$ cat src/rtl/vga_entity_renderer.sv
// VGA timing generator and entity-to-colour renderer for the snake game.
// Counters drive x_out/y_out; colour and syncs come out ENT_LATENCY+1 cycles later, aligned.
module vga_entity_renderer #(
  parameter int H_ACTIVE    = 640,
  parameter int H_FP        = 16,
  parameter int H_SYNC      = 96,
  parameter int H_BP        = 48,
  parameter int V_ACTIVE    = 480,
  parameter int V_FP        = 10,
  parameter int V_SYNC      = 2,
  parameter int V_BP        = 33,
  parameter int ENT_LATENCY = 1
) (
  input  logic        vga_clk,
  input  logic        reset_n,
  input  logic [1:0]  entity,
  input  logic [2:0]  game_state,
  input  logic        game_over,
  output logic [9:0]  x_out,
  output logic [9:0]  y_out,
  output logic        hsync,
  output logic        vsync,
  output logic [11:0] rgb,
  output logic        frame_start
);

  localparam logic [1:0] ENT_NOTHING    = 2'd0;
  localparam logic [1:0] ENT_SNAKE_HEAD = 2'd1;
  localparam logic [1:0] ENT_SNAKE_TAIL = 2'd2;
  localparam logic [1:0] ENT_APPLE      = 2'd3;
  localparam logic [2:0] STATE_INGAME   = 3'd1;
  localparam logic [2:0] STATE_TEST     = 3'd3;

  localparam int         LAST      = ENT_LATENCY - 1;
  localparam logic [9:0] H_VIS     = 10'(H_ACTIVE);
  localparam logic [9:0] V_VIS     = 10'(V_ACTIVE);
  localparam logic [9:0] H_LAST    = 10'(H_ACTIVE + H_FP + H_SYNC + H_BP - 1);
  localparam logic [9:0] V_LAST    = 10'(V_ACTIVE + V_FP + V_SYNC + V_BP - 1);
  localparam logic [9:0] HS_FIRST  = 10'(H_ACTIVE + H_FP);
  localparam logic [9:0] HS_LAST   = 10'(H_ACTIVE + H_FP + H_SYNC - 1);
  localparam logic [9:0] VS_FIRST  = 10'(V_ACTIVE + V_FP);
  localparam logic [9:0] VS_LAST   = 10'(V_ACTIVE + V_FP + V_SYNC - 1);

  logic [9:0]  hCnt_q, hCnt_d;
  logic [9:0]  vCnt_q, vCnt_d;
  logic [5:0]  frameCnt_q, frameCnt_d;
  logic        actPipe_q [ENT_LATENCY];
  logic        hsPipe_q  [ENT_LATENCY];
  logic        vsPipe_q  [ENT_LATENCY];
  logic        goPipe_q  [ENT_LATENCY];
  logic [11:0] rgb_q, rgb_d;
  logic        hsync_q, vsync_q;
  logic        active0, hsRaw0, vsRaw0;

  assign active0     = (hCnt_q < H_VIS) && (vCnt_q < V_VIS);
  assign hsRaw0      = !((hCnt_q >= HS_FIRST) && (hCnt_q <= HS_LAST));
  assign vsRaw0      = !((vCnt_q >= VS_FIRST) && (vCnt_q <= VS_LAST));
  assign x_out       = active0 ? hCnt_q : 10'd0;
  assign y_out       = active0 ? vCnt_q : 10'd0;
  assign frame_start = reset_n && (hCnt_q == 10'd0) && (vCnt_q == 10'd0);
  assign rgb         = rgb_q;
  assign hsync       = hsync_q;
  assign vsync       = vsync_q;

  always_comb begin
    hCnt_d     = hCnt_q + 10'd1;
    vCnt_d     = vCnt_q;
    frameCnt_d = frameCnt_q + {5'd0, frame_start};
    if (hCnt_q == H_LAST) begin
      hCnt_d = 10'd0;
      vCnt_d = (vCnt_q == V_LAST) ? 10'd0 : vCnt_q + 10'd1;
    end
  end

  // Entity arrives aligned with the last pipeline stage, so colour is decided there.
  always_comb begin
    rgb_d = 12'h000;
    if (actPipe_q[LAST]) begin
      if ((game_state == STATE_INGAME) || (game_state == STATE_TEST)) begin
        case (entity)
          ENT_SNAKE_HEAD: rgb_d = 12'h0F0;
          ENT_SNAKE_TAIL: rgb_d = 12'h080;
          ENT_APPLE:      rgb_d = 12'hF00;
          default:        rgb_d = 12'h000;
        endcase
        if ((game_state == STATE_INGAME) && goPipe_q[LAST] && frameCnt_q[5] &&
            (entity == ENT_NOTHING)) begin
          rgb_d = 12'h400;
        end
      end else begin
        rgb_d = 12'h111;
      end
    end
  end

  always_ff @(posedge vga_clk) begin
    if (!reset_n) begin
      hCnt_q     <= 10'd0;
      vCnt_q     <= 10'd0;
      frameCnt_q <= 6'd0;
      for (int i = 0; i < ENT_LATENCY; i++) begin
        actPipe_q[i] <= 1'b0;
        hsPipe_q[i]  <= 1'b1;
        vsPipe_q[i]  <= 1'b1;
        goPipe_q[i]  <= 1'b0;
      end
      rgb_q   <= 12'h000;
      hsync_q <= 1'b1;
      vsync_q <= 1'b1;
    end else begin
      hCnt_q       <= hCnt_d;
      vCnt_q       <= vCnt_d;
      frameCnt_q   <= frameCnt_d;
      actPipe_q[0] <= active0;
      hsPipe_q[0]  <= hsRaw0;
      vsPipe_q[0]  <= vsRaw0;
      goPipe_q[0]  <= game_over;
      for (int i = 1; i < ENT_LATENCY; i++) begin
        actPipe_q[i] <= actPipe_q[i-1];
        hsPipe_q[i]  <= hsPipe_q[i-1];
        vsPipe_q[i]  <= vsPipe_q[i-1];
        goPipe_q[i]  <= goPipe_q[i-1];
      end
      rgb_q   <= rgb_d;
      hsync_q <= hsPipe_q[LAST];
      vsync_q <= vsPipe_q[LAST];
    end
  end

endmodule

$ cat config.mk
export PLATFORM = sky130hd
export DESIGN_NAME = vga_entity_renderer
export DESIGN_NICKNAME = d
export VERILOG_FILES = /design/src/rtl/vga_entity_renderer.sv
export SDC_FILE = /design/constraint.sdc
export NUM_CORES = 1
export LEC_CHECK = 0
export ABC_AREA = 1
export BUFFER_PORTS_ARGS = -buffer_cell sky130_fd_sc_hd__clkbuf_2
export CELL_PAD_IN_SITES_DETAIL_PLACEMENT = 1
export CELL_PAD_IN_SITES_GLOBAL_PLACEMENT = 1
export CORE_ASPECT_RATIO = 0.75
export CORE_MARGIN = 1
export CORE_UTILIZATION = 41
export CTS_CLUSTER_DIAMETER = 30
export DETAILED_ROUTE_END_ITERATION = 12
export HOLD_SLACK_MARGIN = 0.1
export PLACE_DENSITY_LB_ADDON = 0.2
export REMOVE_ABC_BUFFERS = 1
export SLEW_MARGIN = 0
export SYNTH_ARGS = -nofsm -noshare
export SYNTH_HDL_FRONTEND = slang
export SYNTH_SLANG_ARGS = --single-unit
$ cat constraint.sdc
create_clock -name vga_clk -period 3.5 [get_ports vga_clk]
set_input_delay 0.525 -clock vga_clk [delete_from_list [all_inputs] [get_ports vga_clk]]
set_output_delay 0.525 -clock vga_clk [all_outputs]
set_load 0.005 [all_outputs]
# Word-level counts from Yosys, hierarchy flattened
# Memory sizes are Yosys's and may differ from the RTL's. A register that Yosys moved wholly into a read port is not among the register bits.
# Cells that the tools add are included.
# totals
ff_bits	38
mem_bits_ro	0
input_bits	8
ramBits	4
latchBits	0
memories	4
# mem_list
memory	depth	word_bits	read_ports	rd_clocked_by_memory_dff	write_ports	line	source
actPipe_q	1	1	1	0	1	47	logic actPipe_q [ENT_LATENCY];
goPipe_q	1	1	1	0	1	50	logic goPipe_q [ENT_LATENCY];
hsPipe_q	1	1	1	1	1	48	logic hsPipe_q [ENT_LATENCY];
vsPipe_q	1	1	1	1	1	49	logic vsPipe_q [ENT_LATENCY];
# op_classes
mux	16
shift	0
magnitude_cmp	6
n_bitwise	3
mul	0
eq_ne	7
n_div	0
add_sub_neg	3
n_reduce_logical	24
# op_table
op	count
$pmux 12 s3	1
$mux 10	3
$add 10x1->10 const B	2
$eq 10x10->1 const B	2
$logic_not 10->1	2
$mux 11	1
$ge 10x10->1 const B	1
$ge 10x9->1 const B	1
$le 10x10->1 const B	1
$le 10x9->1 const B	1
$lt 10x10->1 const B	1
$lt 10x9->1 const B	1
$mux 1	10
$mux 9	1
$logic_and 1x1->1	8
$add 6x1->6	1
$eq 2x2->1 const B	2
$logic_not 1->1	4
$reduce_or 1->1	4
$reduce_or 4->1	1
$eq 3x1->1 const B	1
$eq 3x2->1 const B	1
$not 1->1	3
$reduce_and 3->1	1
5 further kinds	5

# Logic depth before layout (Yosys ltp)
# Gate-level depths: netlist (run 1).
# depth
ltp_word	6
ltp_mapped	13
ltp_nobuf	13

# Worst setup path before layout (run 1)
# OpenSTA, ideal clock, no wires.
# synth_path
path_type	flip-flop to flip-flop
start	reg vCnt_q[0]
end	reg frameCnt_q[4]
period_less_slack_ps	1871
t_required_ps	3381
n_path_buf	0
t_arrival_ps	1752
slack_ps	1629
path_stages_with_launch	14
path_cell_list	dfxtp_1 -> inv_1 -> ha_1 -> nand2_1 -> nor3_1 -> nand3_1 -> nor3_1 -> ha_1 -> ha_1 -> nand2_1 -> inv_1 -> nand2_1 -> o21ai_0 -> a21oi_1
# synth_between
elab_chain_cells	3
# synth_rtl
item	line	source
start, declared	45	logic [9:0] vCnt_q, vCnt_d;
start signal, assigned	112	vCnt_q <= vCnt_d;
$logic_not 10->1	60	assign frame_start = reset_n && (hCnt_q == 10'd0) && (vCnt_q == 10'd0);
$logic_and 1x1->1	60	
net frame_start	24	output logic frame_start
$add 6x1->6	68	frameCnt_d = frameCnt_q + {5'd0, frame_start};
end signal, assigned	113	frameCnt_q <= frameCnt_d;
end, declared	46	logic [5:0] frameCnt_q, frameCnt_d;
# The timed path passes the listed nets, and every way through them passes these cells.
# A chain may end at the register's enable or synchronous reset.

# Worst setup path after layout (run 1)
# layout_path
start	reg hCnt_q[9]
end	out y_out[6]
# layout_between
elab_chain_cells	3
# layout_rtl
item	line	source
start, declared	44	logic [9:0] hCnt_q, hCnt_d;
start signal, assigned	111	hCnt_q <= hCnt_d;
$lt 10x10->1	55	assign active0 = (hCnt_q < H_VIS) && (vCnt_q < V_VIS);
$logic_and 1x1->1	55	
$mux 10	59	assign y_out = active0 ? vCnt_q : 10'd0;
end, declared	20	output logic [9:0] y_out,
# No other way between the ends.

==> run_results.csv, run 1 <==
group,metric,value,unit
status,status,"completed",
yosys,ys_top_cells_by_area,"dfxtp_1 (39%), nand2_1 (11%), nor2_1 (10%)",
clocking,cts_tree,"built",
sta,grt_setup_unrepaired,"false",
route,ant_nets,0,
worst_setup_path,crit_fanout,15,
global_route,grt_first_pass_wirelength,8.04,mm
floorplan,io_pins,43,
global_route,grt_overflow_total,0,
yosys,ys_seq_area_share,39.4,%
yosys,yosysMostFrequentCell,"nand2_1",
placed_design,place_area,2190,um2
floorplan,fp.dieH,62.2,um
worst_setup_path,worstPathCellList,"inv_1 -> o2111ai_1 -> buf_4 -> nor2_1 -> clkbuf_2",
sta,slew_violations,0,
placed_design,port_buffers,38,
clocking,clk_latency,0.30,ns
global_route,antenna_found_initial,0,
clocking,cts_buffers,5,
yosys,synth_area,1980,um2
yosys,netlist_top_cells_count,"nand2_1 (59), nor2_1 (53), dfxtp_1 (39), inv_1 (38), nand3_1 (22)",
route,routed.top_layer,"met4",
route,drt_iter0_drc,77,
sta,worstMarginPinSlew,0.529,ns
route,wl,4.92,mm
clocking,cts_htree_levels,2,
route,viasPerCell,4.84,
sta,fmax,0.428,GHz
layout,nets,342,
pwr,p_leak,0.00107,uW
layout,final_cell_area,2320,um2
clocking,clock-root-buffer,"clkbuf_8",
sta,tns,0,ns
min_path,worst_hold_path_type,"input port to flop",
route,m1WireLength,2.54,mm
floorplan,initial_utilization,43.5,%
worst_setup_path,crit_arrival,1.81,ns
layout,nFillCells,628,
sta,hold_viol_final,0,
route,dr_total_vias,1853,
pwr,ir_drop,0.347,mV
yosys,ys.flop_type,"dfxtp_1",
clocking,cts_resized,0,
placed_design,hpwl,3.79,mm
yosys,ys_types,30,
floorplan,die_area,5110,um2
worst_setup_path,crit_buf_inv,3,
pwr,power.density,413,nW/um2
layout,layout-drive-gt1-share,18.4,%
route,wl_per_cell,12.8,um
sta,period_share,66.8,%
worst_setup_path,start_kind,"flop",
yosys,avgSynthCellArea,6.92,um2
clocking,holdBufCountCts,0,
yosys,yosysWarnings,0,
route,dr_wl_met3,221,um
worst_setup_path,cp-end-kind,"primary output",
yosys,synth_top_cell_by_area,"dfxtp_1",
route,drc,0,
worst_setup_path,path_class,"flop to primary output",
layout,area_delta_synth_final,17.4,%
yosys,synth-edff-count,0,
flow_run,drv_cap,0,
clocking,cts.sinks,39,
yosys,ys_ff_latch,39,
worst_setup_path,cp.required,2.97,ns
worst_setup_path,cp_top_family,"buffers and inverters",
global_route,first_global_vias,1727,
floorplan,rows,21,
pwr,p_total,960,uW
sta,setup_viol,0,
yosys,async_flop_share,0,%
floorplan,core,4550,um2
placed_design,gp_congestion,0.879,
route,first_pass_iters,4,
yosys,synth_top_area_share,39.4,%
sta,fin_skew,0.00533,ns
clocking,clk_pin_slew,0.08,ns
floorplan,die_w,82.2,um
sta,slew_headroom,64.7,%
worst_setup_path,max_stage_delay,0.47,ns
worst_setup_path,cpMaxStageDelayCell,"o2111ai_1",
route,wl_met2,2.10,mm
clocking,cts_buffer_depth,2,
layout,diodes,0,
global_route,grt_max_degree,16,
yosys,syn_inst,286,
clocking,postCtsSetupBuffers,0,
sta,min_period,2.34,ns
global_route,grt_use_total,20.9,%
==> metal layers <==
layer	global-route usage, %	vias up
li1	-	969
met5	0	-
met4	7.24	0
met2	31.7	41
met1	28.8	836
met3	4.41	7
==> sequential cells by signal, indices dropped and copies added, names as in the netlist <==
| register | cells |
|---|---|
| rgb | 7 |
| vCnt_q | 10 |
| hsync | 1 |
| actPipe_q | 1 |
| hsPipe_q | 1 |
| vsync | 1 |
| frameCnt_q | 6 |
| hCnt_q | 10 |
| goPipe_q | 1 |
| vsPipe_q | 1 |
==> per-stage QoR <==
stage / setup WS (ns) / utilization (%) / instances / hold slack (ns)
floorplan: 1.55 / - / 279 / 0.393
global placement: 1.34 / 48.1 / 375 / 0.397
detailed placement: 1.30 / 48.1 / 375 / 0.400
CTS: 1.14 / 51.1 / 383 / 0.404
global route: 1.02 / 51.1 / 383 / 0.409
finish: 1.16 / 51.1 / 383 / 0.407
==> final cells by class <==
cell class	count	area, um2	share of cell area, %
timing repair buffer	39	198	8.50
clock inverter	3	67.6	2.91
inverter	41	154	6.62
multi-input combinational	199	985	42.4
tap	57	71.3	3.07
sequential	39	781	33.6
clock buffer	5	68.8	2.96
==> final timing paths <==
check	startpoint	to	slack [ns]	depth (start not counted)
max	hCnt_q[9]	y_out[6]	1.16	5
min	game_over	goPipe_q[0]	0.41	3
max reg2reg	vCnt_q[1]	frameCnt_q[4]	1.30	13
min reg2reg	hsPipe_q[0]	hsync	0.42	1
==> layout by cell type, fill, tap and decap left out, drive strengths merged <==
cell type / synthesis / routed
a21oi: 12 / 12
buf: 10 / 1
bufinv: 0 / 2
clkbuf: 0 / 43
clkinv: 1 / 1
clkinvlp: 0 / 1
conb: 1 / 4
dfxtp: 39 / 39
ha: 9 / 9
inv: 40 / 40
nand2: 63 / 63
nand3: 23 / 23
nand4: 4 / 4
nor2: 56 / 56
nor3: 11 / 11
nor3b: 1 / 1
nor4: 1 / 1
o2111ai: 2 / 2
o21ai: 6 / 6
o22ai: 2 / 2
or2: 2 / 2
xnor2: 1 / 1
xor2: 2 / 2
==> report_power, final <==
group	switching [uW]	internal, uW
clock	167	284
sequential	5.52	452
combinational	31.4	19.2
total	204	756
==> worst reg2reg max path, cell delays in order, from the launching register on <==
cell and delay (ns):
dfxtp_1 0.37, inv_1 0.12, ha_1 0.17, nand2_1 0.07
nor3_1 0.13, nand3_1 0.09, nor3_1 0.33, ha_1 0.24
ha_1 0.17, nand2_1 0.06, inv_1 0.07, nand2_1 0.07
o21ai_0 0.15, a21oi_1 0.05
==> cell families after synthesis <==
logic type	after synthesis	synth area share, %
DFF	39	39.4
xor gates and xnor gates	3	1.33
adders and majority gates	9	5.69
other	1	0.189
and+or+nand+nor	161	35.9
buffers and inverters	51	11.4
AOI/OAI and AO/OA	22	6.07
Note: power is estimated with default switching activity, not from simulation.
==> run 2: changes to the inputs <==
Settings changed: CORE_UTILIZATION 41 to 38.
Clock period 3.5 ns to 2.25 ns, I/O delays scaled along.
==> run 2 against run 1 <==
Via count rose by 1.9%. Flip-flop and latch count did not move. Clock skew rose by 0.0044 ns. Critical path type unchanged.
==> run_results.csv, run 2 (same netlist as run 1, synthesis figures left out) <==
group,metric,value,unit
worst_setup_path,crit_buf_inv,3,
worst_setup_path,cp.required,1.91,ns
layout,multiInputGateArea,997,um2
floorplan,core,4950,um2
floorplan,fp.dieH,64.5,um
floorplan,io_pins,43,
worst_setup_path,r2r_end,"frameCnt_q[5]",
clocking,clk_pin_slew,0.08,ns
layout,finalNonFillerCells,388,
layout,diodes,0,
layout,area_delta_synth_final,17.8,%
clocking,cts_buffers,5,
route,first_pass_iters,4,
worst_setup_path,r2r_setup_slack,0.26,ns
layout,nFillCells,664,
min_path,hold_depth,3,
global_route,grt_first_pass_wirelength,8.85,mm
status,status,"completed",
global_route,antenna_found_initial,0,
route,dr_total_vias,1889,
global_route,grt_use_total,20.5,%
placed_design,place_inst,380,
placed_design,dp_slack,0.144,ns
placed_design,hpwl,3.98,mm
layout,mostFrequentLayoutCells,"nand2_1 (59), nor2_1 (53), dfxtp_1 (39)",
route,drt_iter0_drc,81,
worst_setup_path,crit_arrival,1.68,ns
clocking,postCtsSetupBuffers,0,
min_path,worst_hold_path_type,"input port to flop",
sta,min_period,2.02,ns
sta,fmax,0.495,GHz
route,wl,5.20,mm
worst_setup_path,cp-end-kind,"primary output",
route,wl_per_cell,13.4,um
sta,grt_setup_unrepaired,"false",
clocking,clk_latency,0.30,ns
flow_run,drv_cap,0,
clocking,cts_buffer_depth,2,
floorplan,die_area,5500,um2
clocking,holdBufCountCts,0,
worst_setup_path,worstPathCellList,"inv_2 -> o2111ai_1 -> buf_4 -> nor2_1 -> clkbuf_2",
layout,regArea,781,um2
worst_setup_path,reg2reg_depth,11,
layout,final_common_cell,"nand2_1",
sta,slew_violations,0,
min_path,min_from,"game_over",
worst_setup_path,cpMaxStageDelayCell,"dfxtp_1",
clocking,clock-root-buffer,"clkbuf_8",
min_path,holdPathEnd,"goPipe_q[0]",
worst_setup_path,path_class,"flop to primary output",
floorplan,die_w,85.3,um
clocking,cts_tree,"built",
worst_setup_path,r2r-start,"vCnt_q[0]",
global_route,first_global_vias,1897,
sta,setup_viol,0,
worst_setup_path,crit_fanout,11,
route,viasPerCell,4.87,
floorplan,rows,22,
worst_setup_path,cp_top_family,"buffers and inverters",
route,ant_nets,0,
layout,layout-drive-gt1-share,20.4,%
global_route,grt_overflow_total,0,
pwr,ir_drop,0.258,mV
route,drc,0,
sta,hold_viol_final,0,
pwr,p_leak,0.00107,uW
worst_setup_path,start_kind,"flop",
pwr,power.density,597,nW/um2
worst_setup_path,max_stage_delay,0.44,ns
global_route,grt_max_degree,15,
clocking,cts.sinks,39,
sta,tns,0,ns
sta,period_share,89.7,%
placed_design,port_buffers,38,
placed_design,gp_congestion,0.895,
layout,nets,344,
floorplan,initial_utilization,39.9,%
sta,layout_setup_ws,0.231,ns
clocking,cts_htree_levels,2,
sta,fin_skew,0.00973,ns
run 2: cell types whose count changed in the layout (fill, tap and decap cells not counted), sizes merged:
cell      change
buf           +2
bufinv        -1
clkinv        +2
clkinvlp      -1
run 2: layout make-up:
type,count,area share (%)
Multi-Input combinational cell,199,42.8
Tap cell,60,3.22
Clock inverter,3,1.88
Clock buffer,5,2.95
Inverter,41,6.60
Timing Repair Buffer,41,9.12
Sequential cell,39,33.5
run 2: where the power goes:
part,internal (uW),switching (uW),total (uW)
registers,703,8.74,712
logic,32.4,49.6,82.1
clock network,330,267,597
run 2: worst max-delay path by stage:
stage,startpoint,to,slack (ns),cells after the start
2_1_floorplan,vCnt_q[0],frameCnt_q[4],0.38,13
3_3_place_gp,vCnt_q[0],frameCnt_q[4],0.26,13
3_5_place_dp,vCnt_q[0],frameCnt_q[5],0.14,11
4_1_cts,vCnt_q[0],frameCnt_q[5],0.13,11
5_1_grt,vCnt_q[0],frameCnt_q[4],0.05,13
6_report,hCnt_q[7],y_out[0],0.23,5
run 2: metal layers:
layer	vias to the layer above	share of wire, %	track usage, %
li1	969	-	-
met1	874	51	28.0
met2	41	44	32.9
met3	5	4.1	4.33
met4	0	0.85	5.63
met5	-	0	0
run 2: worst reg2reg max path, cell delays in order, from the launching register on:
cell	delay (ns)
dfxtp_1	0.34
inv_2	0.10
ha_1	0.18
nand2_1	0.07
nor3_2	0.10
nand3_1	0.09
nor3_2	0.25
ha_2	0.22
nand3_1	0.12
nor3_1	0.21
xnor2_1	0.15
nor2_1	0.06
run 2: timing repair:
item,CTS,global route
hold endpoints to repair,0,0
gates resized for setup,0,6
endpoints found under the setup margin,0,2
run 2: per-stage QoR:
| stage | cell area (um2) | total power, uW | hold WS (ns) | utilization (%) |
|---|---|---|---|---|
| floorplan | 1920 | 772 | 0.393 | - |
| global placement | 2210 | 806 | 0.399 | 44.5 |
| detailed placement | 2210 | 809 | 0.407 | 44.5 |
| CTS | 2320 | 1410 | 0.239 | 46.8 |
| global route | 2330 | 1460 | 0.262 | 47.1 |
| finish | 2330 | 1390 | 0.255 | 47.1 |
==> run 3: changes to the inputs <==
Settings changed: PLACE_DENSITY_LB_ADDON 0.2 to 0.1.
==> run 3 against run 2 <==
Fmax down 6.3%. Clock power up 18%. Global-route usage about the same. Utilization up 0.86 points. Die area unchanged. Cell count up 0.52%. Sequential share of layout area down 0.55 points. Count of clock-buffer cells in the layout unchanged. Critical endpoint is now frameCnt_q[4]. Flip-flop and latch count unchanged. Critical path depth up 8. Non-clock buffer count up 2.
==> run_results.csv, run 3 (same netlist as run 1, synthesis figures left out) <==
group,metric,value,unit
sta,hold_ws,0.220,ns
floorplan,die_w,85.3,um
pwr,power.density,634,nW/um2
floorplan,core,4950,um2
worst_setup_path,cp_top_family,"simple AND/OR/NAND/NOR gates",
layout,nets,346,
worst_setup_path,reg2reg_depth,13,
sta,setup_viol,0,
worst_setup_path,crit_buf_inv,2,
worst_setup_path,startpoint,"hCnt_q[0]",
clocking,cts_htree_levels,2,
min_path,worst_hold_path_type,"input port to flop",
layout,area_delta_synth_final,20.0,%
global_route,grt_first_pass_wirelength,8.77,mm
placed_design,gp_congestion,0.867,
layout,mostFrequentLayoutCells,"nand2_1 (59), nor2_1 (53), dfxtp_1 (38), clkbuf_2 (38), inv_1 (36)",
pwr,ir_drop,0.264,mV
worst_setup_path,cp.required,2.44,ns
route,viasPerCell,4.87,
pwr,p_leak,0.00109,uW
worst_setup_path,path_class,"flop to flop",
worst_setup_path,crit_cells,13,
floorplan,io_pins,43,
floorplan,fp.dieH,64.5,um
global_route,grt_use_total,20.6,%
worst_setup_path,r2r-start,"hCnt_q[0]",
worst_setup_path,crit_arrival,2.34,ns
sta,period_share,95.8,%
route,first_pass_iters,4,
worst_setup_path,cpMaxStageDelayCell,"dfxtp_1",
global_route,antenna_found_initial,0,
global_route,first_global_vias,1912,
worst_setup_path,cp-end-kind,"flop",
route,drt_iter0_drc,44,
min_path,hold_depth,3,
route,ant_nets,0,
placed_design,place_area,2210,um2
clocking,clk_pin_slew,0.08,ns
layout,final_cell_area,2370,um2
sta,fmax,0.464,GHz
global_route,grt_overflow_total,0,
clocking,clock-root-buffer,"clkbuf_8",
clocking,cts_buffer_depth,2,
layout,layout-drive-gt1-share,21.5,%
layout,diodes,0,
worst_setup_path,cp-endpoint,"frameCnt_q[4]",
worst_setup_path,crit_top_cell,"nand2_1",
route,wl,5.24,mm
pwr,p_total,1510,uW
placed_design,place_inst,380,
layout,finalNonFillerCells,390,
worst_setup_path,crit_fanout,5,
clocking,cts_buffers,5,
sta,hold_viol_final,0,
route,wl_per_cell,13.4,um
worst_setup_path,r2r_end,"frameCnt_q[4]",
layout,final_common_cell,"nand2_1",
sta,min_period,2.16,ns
placed_design,hpwl,3.98,mm
sta,fin_skew,0.00408,ns
clocking,cts_tree,"built",
placed_design,port_buffers,38,
worst_setup_path,start_kind,"flop",
clocking,clk_latency,0.29,ns
sta,slew_violations,0,
floorplan,rows,22,
floorplan,die_area,5500,um2
route,dr_total_vias,1900,
status,status,"completed",
worst_setup_path,max_stage_delay,0.36,ns
flow_run,drv_cap,0,
layout,fin_util,47.9,%
clocking,holdBufCountCts,0,
global_route,grt_max_degree,15,
clocking,cts.sinks,39,
worst_setup_path,r2r_setup_slack,0.09,ns
floorplan,initial_utilization,39.9,%
worst_setup_path,worstPathCellList,"inv_1 -> ha_1 -> nand2_1 -> nor3_2 -> nand3_1 -> nor3_2 -> ha_2 -> ha_1 -> nand2_1 -> inv_1 -> nand2_1 -> o21ai_1 -> a21oi_1",
route,drc,0,
-- run 3: cell types whose count changed in the layout (fill, tap and decap cells not counted) --
| cell | before | now |
|---|---|---|
| clkinv_4 | 1 | 0 |
| dfxtp_2 | 0 | 1 |
| clkinv_2 | 1 | 0 |
| buf_4 | 3 | 5 |
| dfxtp_1 | 39 | 38 |
| clkinvlp_4 | 0 | 1 |
| bufinv_16 | 1 | 2 |
| ha_2 | 1 | 2 |
| ha_1 | 8 | 7 |
-- run 3: repair_timing --
action | 4_1_cts | 5_1_grt
endpoints found under the setup margin | 0 | 3
buffers inserted | 0 | 2
resized for setup | 0 | 8
-- run 3: worst min path at each step --
stage / endpoint / slack [ns] / start
2_1_floorplan: hsync / 0.39 / hsPipe_q[0]
3_3_place_gp: hsync / 0.40 / hsPipe_q[0]
3_5_place_dp: hsync / 0.41 / hsPipe_q[0]
4_1_cts: goPipe_q[0] / 0.22 / game_over
5_1_grt: goPipe_q[0] / 0.22 / game_over
6_report: goPipe_q[0] / 0.22 / game_over
-- run 3: where the power goes --
part           total, uW  leakage (uW)  switching [uW]  internal [uW]
logic               85.3      0.000704            52.3           33.0
clock network        707     0.0000644             265            442
registers            712      0.000317            9.04            703
-- run 3: tightest hold or removal path, stage by stage --
cell and delay, ns:
clkbuf_2 0.08, nand2_1 0.04, inv_1 0.04
-- run 3: layout make-up --
cell class | instances | area, um2
multi-input combinational | 199 | 1000
clock buffer | 5 | 68.8
clock inverter | 3 | 67.6
fill | 674 | 2580
tap | 60 | 75.1
timing repair buffer | 43 | 228
inverter | 41 | 154
sequential | 39 | 782
-- run 3: metrics by stage --
step	TNS (ns)	setup slack (ns)
floorplan	0	0.379
global placement	0	0.287
detailed placement	0	0.0818
CTS	0	0.0553
global route	-0.107	-0.0683
finish	0	0.0947
-- run 3: routing by layer --
| layer | up-vias | part of all wire (%) | track usage, % |
|---|---|---|---|
| met4 | 0 | 0.82 | 6.04 |
| li1 | 973 | - | - |
| met1 | 889 | 52 | 27.8 |
| met3 | 5 | 3.8 | 4.84 |
| met5 | - | 0 | 0 |
| met2 | 33 | 43 | 32.7 |
